<file path="config.mk">
export PLATFORM = sky130hd
export DESIGN_NAME = mc_ctrl_fsm
export DESIGN_NICKNAME = d
export VERILOG_FILES = /design/src/rtl/mc_ctrl_fsm.sv
export SDC_FILE = /design/constraint.sdc
export NUM_CORES = 1
export LEC_CHECK = 0
export BUFFER_PORTS_ARGS = -buffer_cell sky130_fd_sc_hd__buf_2
export CORE_MARGIN = 10
export CORE_UTILIZATION = 52
export CTS_BUF_LIST = sky130_fd_sc_hd__clkbuf_4 sky130_fd_sc_hd__clkbuf_8
export CTS_CLUSTER_DIAMETER = 150
export DETAILED_ROUTE_END_ITERATION = 7
export PLACE_DENSITY = 0.9
export SLEW_MARGIN = 20
export SYNTH_ARGS = -nofsm -noshare
export SYNTH_HDL_FRONTEND = slang
export SYNTH_SLANG_ARGS = --single-unit
</file>
<file path="constraint.sdc">
create_clock -name clk -period 1.8 [get_ports clk]
set_input_delay 0.36 -clock clk [delete_from_list [all_inputs] [get_ports clk]]
set_output_delay 0.36 -clock clk [all_outputs]
set_load 0.02 [all_outputs]
</file>
<file path="src/rtl/mc_ctrl_fsm.sv">
// mc_ctrl_fsm: multi-cycle main controller driving ALU control plus PC/IR/memory/register-file
// enables for a multi-cycle datapath. Each instruction walks FETCH/DECODE/EXEC/MEM/WB states.
// All outputs except PCWrite are registered: they are computed from the next state and loaded
// together with it. PCWrite additionally ORs in the live ALU zero flag while in S_BR, so a taken
// branch loads the PC in the same cycle.
// Optional feature macro: OVF_TRAP_EN (addi signed-overflow trap). Undefined by default.
module mc_ctrl_fsm #(
  parameter int unsigned STATE_W = 4
) (
  input  logic               clk,
  input  logic               rst_n,
  input  logic [5:0]         opcode,
  input  logic [5:0]         funct,
  input  logic               zero,
  input  logic               overflow,
  output logic [2:0]         ALUOp,
  output logic               ALUSrc,
  output logic [1:0]         ext_op,
  output logic               PCWrite,
  output logic [1:0]         PCSrc,
  output logic               IRWrite,
  output logic               MemRead,
  output logic               MemWrite,
  output logic               RegWrite,
  output logic               RegDst,
  output logic               MemtoReg,
  output logic               instr_done,
  output logic               illegal,
  output logic [STATE_W-1:0] state
);

  typedef enum logic [3:0] {
    S_RST   = 4'd0,
    S_FETCH = 4'd1,
    S_DECODE= 4'd2,
    S_EXR   = 4'd3,
    S_WBR   = 4'd4,
    S_EXI   = 4'd5,
    S_WBI   = 4'd6,
    S_MADDR = 4'd7,
    S_MRD   = 4'd8,
    S_MWB   = 4'd9,
    S_MWR   = 4'd10,
    S_BR    = 4'd11,
    S_JMP   = 4'd12,
    S_ILL   = 4'd13
  } state_t;

  localparam logic [2:0] ALU_ADD  = 3'b000;
  localparam logic [2:0] ALU_SUB  = 3'b001;
  localparam logic [2:0] ALU_OR   = 3'b010;
  localparam logic [2:0] ALU_SLT  = 3'b011;
  localparam logic [2:0] ALU_ADDI = 3'b100;

  localparam logic [1:0] EXT_ZERO = 2'b00;
  localparam logic [1:0] EXT_SIGN = 2'b01;
  localparam logic [1:0] EXT_LUI  = 2'b10;

  state_t     state_q, state_n;

  // Decoded-instruction context captured in S_DECODE so later states ignore IR changes
  logic       is_lw_q, is_lw_n;
  logic       is_addi_q, is_addi_n;
  logic       trap_q, trap_n;
  logic [2:0] alu_sel_q, alu_sel_n;
  logic [1:0] ext_sel_q, ext_sel_n;

  // Next values of the registered outputs
  logic [2:0] alu_op_n;
  logic       alu_src_n;
  logic [1:0] ext_op_n;
  logic       pc_write_n, pc_write_q;
  logic [1:0] pc_src_n;
  logic       ir_write_n, mem_read_n, mem_write_n;
  logic       reg_write_n, reg_dst_n, mem_to_reg_n;
  logic       done_n, illegal_n;

  // Next-state selection and instruction classification
  always_comb begin
    state_n   = state_q;
    is_lw_n   = is_lw_q;
    is_addi_n = is_addi_q;
    trap_n    = trap_q;
    alu_sel_n = alu_sel_q;
    ext_sel_n = ext_sel_q;
    case (state_q)
      S_RST:   state_n = S_FETCH;
      S_FETCH: state_n = S_DECODE;
      S_DECODE: begin
        is_lw_n   = 1'b0;
        is_addi_n = 1'b0;
        trap_n    = 1'b0;
        alu_sel_n = ALU_ADD;
        ext_sel_n = EXT_ZERO;
        case (opcode)
          6'b000000: begin
            case (funct)
              6'b100001: begin state_n = S_EXR; alu_sel_n = ALU_ADD; end
              6'b100011: begin state_n = S_EXR; alu_sel_n = ALU_SUB; end
              6'b101010: begin state_n = S_EXR; alu_sel_n = ALU_SLT; end
              default:   state_n = S_ILL;
            endcase
          end
          6'b001001: begin state_n = S_EXI; alu_sel_n = ALU_ADD; ext_sel_n = EXT_SIGN; end
          6'b001101: begin state_n = S_EXI; alu_sel_n = ALU_OR;  ext_sel_n = EXT_ZERO; end
          6'b001111: begin state_n = S_EXI; alu_sel_n = ALU_OR;  ext_sel_n = EXT_LUI;  end
          6'b001000: begin
            state_n   = S_EXI;
            alu_sel_n = ALU_ADDI;
            ext_sel_n = EXT_SIGN;
            is_addi_n = 1'b1;
          end
          6'b100011: begin state_n = S_MADDR; is_lw_n = 1'b1; end
          6'b101011: begin state_n = S_MADDR; is_lw_n = 1'b0; end
          6'b000100: state_n = S_BR;
          6'b000010: state_n = S_JMP;
          default:   state_n = S_ILL;
        endcase
      end
      S_EXR: state_n = S_WBR;
      S_WBR: state_n = S_FETCH;
      S_EXI: begin
        state_n = S_WBI;
`ifdef OVF_TRAP_EN
        trap_n  = is_addi_q & overflow;
`endif
      end
      S_WBI:   state_n = trap_q ? S_ILL : S_FETCH;
      S_MADDR: state_n = is_lw_q ? S_MRD : S_MWR;
      S_MRD:   state_n = S_MWB;
      S_MWB:   state_n = S_FETCH;
      S_MWR:   state_n = S_FETCH;
      S_BR:    state_n = S_FETCH;
      S_JMP:   state_n = S_FETCH;
      S_ILL:   state_n = S_FETCH;
      default: state_n = S_FETCH;
    endcase
  end

`ifndef OVF_TRAP_EN
  // Overflow only matters for the trap; keep it visibly consumed in the default build
  logic unused_ovf;
  assign unused_ovf = overflow ^ is_addi_q;
`endif

  // Moore output decode of the state being entered
  always_comb begin
    alu_op_n     = ALU_ADD;
    alu_src_n    = 1'b0;
    ext_op_n     = EXT_ZERO;
    pc_write_n   = 1'b0;
    pc_src_n     = 2'b00;
    ir_write_n   = 1'b0;
    mem_read_n   = 1'b0;
    mem_write_n  = 1'b0;
    reg_write_n  = 1'b0;
    reg_dst_n    = 1'b0;
    mem_to_reg_n = 1'b0;
    done_n       = 1'b0;
    illegal_n    = 1'b0;
    case (state_n)
      S_FETCH: begin
        mem_read_n = 1'b1;
        ir_write_n = 1'b1;
        pc_write_n = 1'b1;
        pc_src_n   = 2'b00;
      end
      S_EXR: begin
        alu_op_n  = alu_sel_n;
        alu_src_n = 1'b0;
      end
      S_WBR: begin
        reg_write_n = 1'b1;
        reg_dst_n   = 1'b1;
        done_n      = 1'b1;
      end
      S_EXI: begin
        alu_op_n  = alu_sel_n;
        alu_src_n = 1'b1;
        ext_op_n  = ext_sel_n;
      end
      S_WBI: begin
        reg_write_n = ~trap_n;
        done_n      = ~trap_n;
      end
      S_MADDR: begin
        alu_op_n  = ALU_ADD;
        alu_src_n = 1'b1;
        ext_op_n  = EXT_SIGN;
      end
      S_MRD: mem_read_n = 1'b1;
      S_MWB: begin
        reg_write_n  = 1'b1;
        mem_to_reg_n = 1'b1;
        done_n       = 1'b1;
      end
      S_MWR: begin
        mem_write_n = 1'b1;
        done_n      = 1'b1;
      end
      S_BR: begin
        alu_op_n = ALU_SUB;
        pc_src_n = 2'b01;
        done_n   = 1'b1;
      end
      S_JMP: begin
        pc_write_n = 1'b1;
        pc_src_n   = 2'b10;
        done_n     = 1'b1;
      end
      S_ILL: begin
        illegal_n = 1'b1;
        done_n    = 1'b1;
      end
      default: ;
    endcase
  end

  // State, decoded context and registered outputs
  always_ff @(posedge clk or negedge rst_n) begin
    if (!rst_n) begin
      state_q    <= S_RST;
      is_lw_q    <= 1'b0;
      is_addi_q  <= 1'b0;
      trap_q     <= 1'b0;
      alu_sel_q  <= ALU_ADD;
      ext_sel_q  <= EXT_ZERO;
      ALUOp      <= 3'b000;
      ALUSrc     <= 1'b0;
      ext_op     <= 2'b00;
      pc_write_q <= 1'b0;
      PCSrc      <= 2'b00;
      IRWrite    <= 1'b0;
      MemRead    <= 1'b0;
      MemWrite   <= 1'b0;
      RegWrite   <= 1'b0;
      RegDst     <= 1'b0;
      MemtoReg   <= 1'b0;
      instr_done <= 1'b0;
      illegal    <= 1'b0;
    end else begin
      state_q    <= state_n;
      is_lw_q    <= is_lw_n;
      is_addi_q  <= is_addi_n;
      trap_q     <= trap_n;
      alu_sel_q  <= alu_sel_n;
      ext_sel_q  <= ext_sel_n;
      ALUOp      <= alu_op_n;
      ALUSrc     <= alu_src_n;
      ext_op     <= ext_op_n;
      pc_write_q <= pc_write_n;
      PCSrc      <= pc_src_n;
      IRWrite    <= ir_write_n;
      MemRead    <= mem_read_n;
      MemWrite   <= mem_write_n;
      RegWrite   <= reg_write_n;
      RegDst     <= reg_dst_n;
      MemtoReg   <= mem_to_reg_n;
      instr_done <= done_n;
      illegal    <= illegal_n;
    end
  end

  // Branch PC load follows the live zero flag during S_BR
  assign PCWrite = pc_write_q | ((state_q == S_BR) & zero);

  assign state = STATE_W'(state_q);

endmodule

</file>
==> results of run 1 <==
## worst reg2reg max path, delay by kind of cell (launching register included)
kind                   cells  cell delay, ns
AOI/OAI and AO/OA          2            0.22
buffers and inverters      1            0.19
DFF                        1            0.48
and+or+nand+nor            4            0.75
## registers in the layout (all words and copies together) (netlist names), 2 cells and up
signal / cells
PCSrc: 2
ALUOp: 3
state: 4
ext_op: 2
## timing repair
action,4_1_cts,5_1_grt
setup endpoints to repair,1,8
cloned,0,0
hold buffers,1,0
resized for setup,1,4
hold endpoints to repair,14,0
## cells in the final DEF (no fill, tap or decap), types with 3 or more instances in the layout
master / instances
buf_2: 35
dfrtp_1: 22
nand2_1: 8
nand3b_1: 3
nor2_1: 18
clkbuf_4: 3
nand2b_1: 6
a21oi_1: 5
nand3_1: 4
buf_4: 8
## worst min-delay path by stage
stage	start	to	slack (ns)	depth (start not counted)
after floorplan	rst_n	ALUOp[0]	0.06	0
after global placement	rst_n	RegDst	0.35	1
after detailed placement	rst_n	instr_done	0.36	1
after CTS	opcode[0]	ALUOp[2]	0.27	2
after global routing	opcode[0]	ALUOp[2]	0.28	2
final	opcode[0]	ALUOp[2]	0.27	2
## metal layers
metal  track usage  wire length [um]  up-vias  share of wire
met5             0                 0        -              0
met4        0.0513                53        0          0.019
met3        0.0430               248        7          0.089
met2         0.231              1320       41           0.48
met1         0.144              1150      485           0.41
li1              -                 -      495              -
## kinds of logic after synthesis
kind of cell | Yosys count | share of synthesized area
buffers and inverters | 6 | 0.0267
AO/OA/AOI/OAI | 25 | 0.190
flip-flops | 24 | 0.513
AND/OR/NAND/NOR | 56 | 0.263
XOR/XNOR | 1 | 0.00748
## layout make-up
type	count	area [um2]
fill	177	669
sequential	24	603
multi-input combinational	82	553
timing repair buffer	44	245
tap	28	35.0
clock inverter	1	30.0
clock buffer	3	22.5
inverter	3	11.3
## stage by stage
stage / setup TNS, ns / std cells / utilization / setup slack [ns]
6_report: 0 / 185 / 0.691 / 0.0912
5_1_grt: 0 / 185 / 0.691 / 0.000346
4_1_cts: 0 / 185 / 0.685 / 0.0558
3_5_place_dp: -0.118 / 180 / 0.655 / -0.0760
3_3_place_gp: -0.0428 / 180 / 0.655 / -0.0428
2_1_floorplan: 0 / 112 / - / 0.0848
## power by group through the flow
stage / combinational (uW) / sequential [uW] / clock [uW]
global route: 1320 / 788 / 413
global placement: 1110 / 764 / 0
finish: 1200 / 770 / 383
floorplan: 592 / 914 / 0
detailed placement: 1160 / 773 / 0
CTS: 1170 / 761 / 391
==> results.txt, run 1 <==
Status: finished clean
Die Wd: 67.5 um
Clk Tree Root Cell: clkbuf_4
Clock H-tree levels: 1
Clock period minus worst slack: 1.71 ns
Fin crit share: 0.949
Critical path depth: 3
Setup violations, final: 0
Setup repair after global routing missed its margin: false
GPL Wtd Cong: 0.871
R2r endpoint: pc_write_q
Post-synthesis cell type count: 44
Worst R2R Setup Slack: 0.09 ns
Critical R2R Launch: state[0]
PD cells: 1570 nW/um2
Layout cells sized above 1: 0.408
P_int: 1390 uW
Area share of the largest cell type after synthesis: 0.513
Tot Pwr: 2350 uW
Num rows: 17
CP required: 1.44 ns
Critical path's slowest cell: dfrtp_2
Comb pwr share: 0.509
Synth Cell Area: 1170 um2
DRC: 0
Worst-path cell chain: nor2b_4, a41o_1, buf_2
R2R depth: 7
Skew final: 0.000678 ns
Clock buffer count from CTS: 3
Die area: 4550 um2
Worst Path Buf+Inv: 1
Leakage power: 0.000743 uW
Setup Buffers After CTS: 0
CP max stage delay: 0.49 ns
Reg clk slew, reported paths: 0.12 ns
NetSw: 956 uW
Cells after synthesis: 112
Slew @ Worst Pin: 0.501 ns
Synth Register Bits: 24
Avg Inst Size Synth: 10.5 um2
Core ar.: 2170 um2
Clock buffer depth: 2
CP arrival: 1.35 ns
CP endpoint kind: output port
Antenna Violating Nets Remaining: 0
Input/output buffers: 35
CP Launch Type: register
Via count: 1028
Area Growth Syn to Fin: 28.1%
Post-synth EDFFs: 0
Max Cap Viol: 0
Most common cell in the synthesized netlist: dfrtp_1
Initial antenna violation count: 0
Die height: 67.5 um
Pin count of the biggest net entering global routing: 25
Pre-Repair DR Iteration Count: 4
Top Ports: 37
Synth area leaders: dfrtp_1, nor2_1, nand2b_1
Aggregate global-route resource usage: 0.132
Cell family contributing the most delay on the critical path: flip-flops
Worst Setup SP: state[1]
Initial DRC Count: 33
Hold_ws: 0.273 ns
Final Hold Viols: 0
Post-DP HPWL: 2.25 mm
First-pass GRT wire length: 4.69 mm
Worst-Skew Late Latency: 0.31 ns
Design area: 1500 um2
Area leader, netlist: dfrtp_1
Synth Flop Type: dfrtp_1
Via density: 5.56
Switching share of power: 0.407
Share of power burned in registers: 0.328
Setup CP Type: register to output port
Clock sinks: 24
GRT overflow: 0
Seq/Total Area, Yosys: 0.513
Critical path endpoint: PCWrite
Synth cell count leaders: dfrtp_1, nor2_1, nand2_1
Final nets: 174
Worst hold path type: input port to register
Synth warn: 0
Relative slew slack: 0.666
Peak supply drop: 0.874 mV
FFs w/ async S/R, synth: 1.00
Clock power frac: 0.163
Vias in the first global route: 1069
Fmax: 585 MHz
Final Slew Violations: 0
Final wirelength: 2.78 mm
Antenna cells: 0
CTS tree: done
Initial Utilization: 0.540
Critical-path maximum fanout: 9
Placed cell areas: 1420 um2
WL/cell: 15.0 um
Syn Nets: 128
No activity file was read; power rests on OpenSTA's default activity.
==> inputs of run 2 (changes only) <==
Settings changed: GPL_TIMING_DRIVEN set to 0, SLEW_MARGIN 20 to 15.
==> run 2 against run 1 <==
Against the previous run:
- design area is 2.4% lower
- first-iteration DRC count is 24% lower
- die area is the same
- critical path depth unchanged
- worst hold slack better by 0.025 ns
- global-route usage is 0.79 points lower
- combinational power decreased by 10%
- sequential cell count did not move
- setup slack worse by 0.024 ns
- critical path type unchanged
- critical endpoint unchanged
==> results.txt, run 2 (same netlist as run 1, synthesis figures left out) <==
R2R depth: 7 (unchanged)
Critical R2R Launch: state[0]
Vias in the first global route: 1016 (-5.0%)
Relative slew slack: 0.655 (-0.0110)
First-pass GRT wire length: 4.43 mm (-5.5%)
Final Slew Violations: 0 (unchanged)
Post-DP HPWL: 2.07 mm (-8.2%)
Fill count: 178 (+0.56%)
Pin count of the biggest net entering global routing: 25 (unchanged)
Leakage power: 0.000714 uW (-4.0%)
Finished Core Util: 0.675 (-0.0167)
Hold Path Stages: 2 (unchanged)
Fin crit share: 0.963 (+0.0136)
Fmax: 577 MHz (-1.4%)
Min-delay src: opcode[0]
Setup repair after global routing missed its margin: false
Skew final: 0.0128 ns (+0.0121 ns)
Critical-path maximum fanout: 7 (-2)
Input/output buffers: 34 (-2.9%)
CP arrival: 1.37 ns (+0.02 ns)
Clock H-tree levels: 1 (unchanged)
WL/cell: 15.0 um (+0.15%)
GPL Wtd Cong: 0.883 (+1.4%)
Clock buffer depth: 2 (unchanged)
Most frequent cells in the layout: buf_2, dfrtp_1, nor2_1
Top Ports: 37 (unchanged)
Reg clk slew, reported paths: 0.13 ns (about the same)
Area Growth Syn to Fin: 25.0%
Clock sinks: 24 (unchanged)
Status: finished clean
Antenna cells: 0 (unchanged)
Pre-Repair DR Iteration Count: 4 (unchanged)
CTS tree: done
Clk Tree Root Cell: clkbuf_4
Core ar.: 2170 um2 (unchanged)
Worst R2R Setup Slack: 0.10 ns (about the same)
R2r endpoint: MemRead
Initial Utilization: 0.540 (unchanged)
Via density: 5.61 (+0.98%)
Die height: 67.5 um (unchanged)
Die area: 4550 um2 (unchanged)
Initial antenna violation count: 0 (unchanged)
Hold Path End: ALUOp[2]
GRT overflow: 0 (unchanged)
Max FFs per register: 4 (unchanged)
Pre-CTS setup slack: -0.0861 ns (-0.0101 ns)
Final wirelength: 2.70 mm (-2.6%)
CP Launch Type: register
Worst-Skew Late Latency: 0.32 ns (about the same)
Antenna Violating Nets Remaining: 0 (unchanged)
CP endpoint kind: output port
Setup slack after layout: 0.0667 ns (-0.0244 ns)
Aggregate global-route resource usage: 0.124 (-0.00793)
Tot Pwr: 2230 uW (-5.2%)
DRC: 0 (unchanged)
Initial DRC Count: 25 (-24%)
Clock buffer count from CTS: 3 (unchanged)
Slew @ Worst Pin: 0.518 ns (+0.0165 ns)
PD cells: 1520 nW/um2 (-2.9%)
Layout cells sized above 1: 0.395 (-0.0129)
Final Hold Viols: 0 (unchanged)
Worst hold path type: input port to register
Max Cap Viol: 0 (unchanged)
Final nets: 169 (-2.9%)
Setup violations, final: 0 (unchanged)
Clock period minus worst slack: 1.73 ns (+0.0244 ns)
CP required: 1.44 ns (about the same)
Via count: 1010 (-1.8%)
Setup CP Type: register to output port
Peak supply drop: 0.820 mV (-6.2%)
Most common cell after layout, fill and taps aside: buf_2
Die Wd: 67.5 um (unchanged)
Num rows: 17 (unchanged)
[run 2: critical path, cell delays in order, from the launching register on]
cell and delay (ns):
dfrtp_2 0.47, nor2b_2 0.20, a41o_1 0.24, buf_2 0.15
[run 2: final cells by class]
| class | count | area, um2 | share of cell area |
|---|---|---|---|
| clock buffer | 3 | 22.5 | 0.0154 |
| clock inverter | 1 | 30.0 | 0.0205 |
| tap | 28 | 35.0 | 0.0239 |
| multi-input combinational | 82 | 554 | 0.379 |
| sequential | 24 | 603 | 0.412 |
| buffer | 3 | 20.0 | 0.0137 |
| timing repair buffer | 36 | 188 | 0.128 |
| inverter | 3 | 11.3 | 0.00769 |
[run 2: routing by layer]
metal  global-route usage  wire length (um)  part of all wire
met4               0.0590                48             0.018
met3               0.0397               269             0.099
met2                0.209              1270              0.47
met5                    0                 0                 0
met1                0.139              1120              0.41
[run 2: power breakdown]
group / switching (uW) / internal (uW)
Clock: 156 / 225
Combinational: 678 / 400
Sequential: 87.7 / 681
[run 2: what timing repair did]
action / in CTS / in global routing
pin swaps: 0 / 1
gates resized for setup: 1 / 5
buffers inserted: 0 / 1
hold buffers: 1 / 0
hold endpoints to repair: 14 / 0
endpoints found under the setup margin: 1 / 6
[run 2: worst max path at each step]
stage                         from  slack, ns         end  cells after the start
after floorplan           funct[2]       0.08  pc_write_q                      6
after global placement    funct[2]      -0.06  pc_write_q                      6
after detailed placement  funct[2]      -0.09  pc_write_q                      7
after CTS                 state[1]       0.03     PCWrite                      3
after global routing      state[0]      0.006  pc_write_q                      7
final                     state[1]       0.07     PCWrite                      3
[run 2: metrics by stage]
step           hold slack, ns  TNS (ns)  std cells  cell area [um2]
2_1_floorplan          0.0644         0        112             1170
3_3_place_gp            0.346   -0.0679        174             1380
3_5_place_dp            0.359    -0.102        174             1380
4_1_cts                 0.286         0        179             1440
5_1_grt                 0.307         0        180             1460
6_report                0.297         0        180             1460
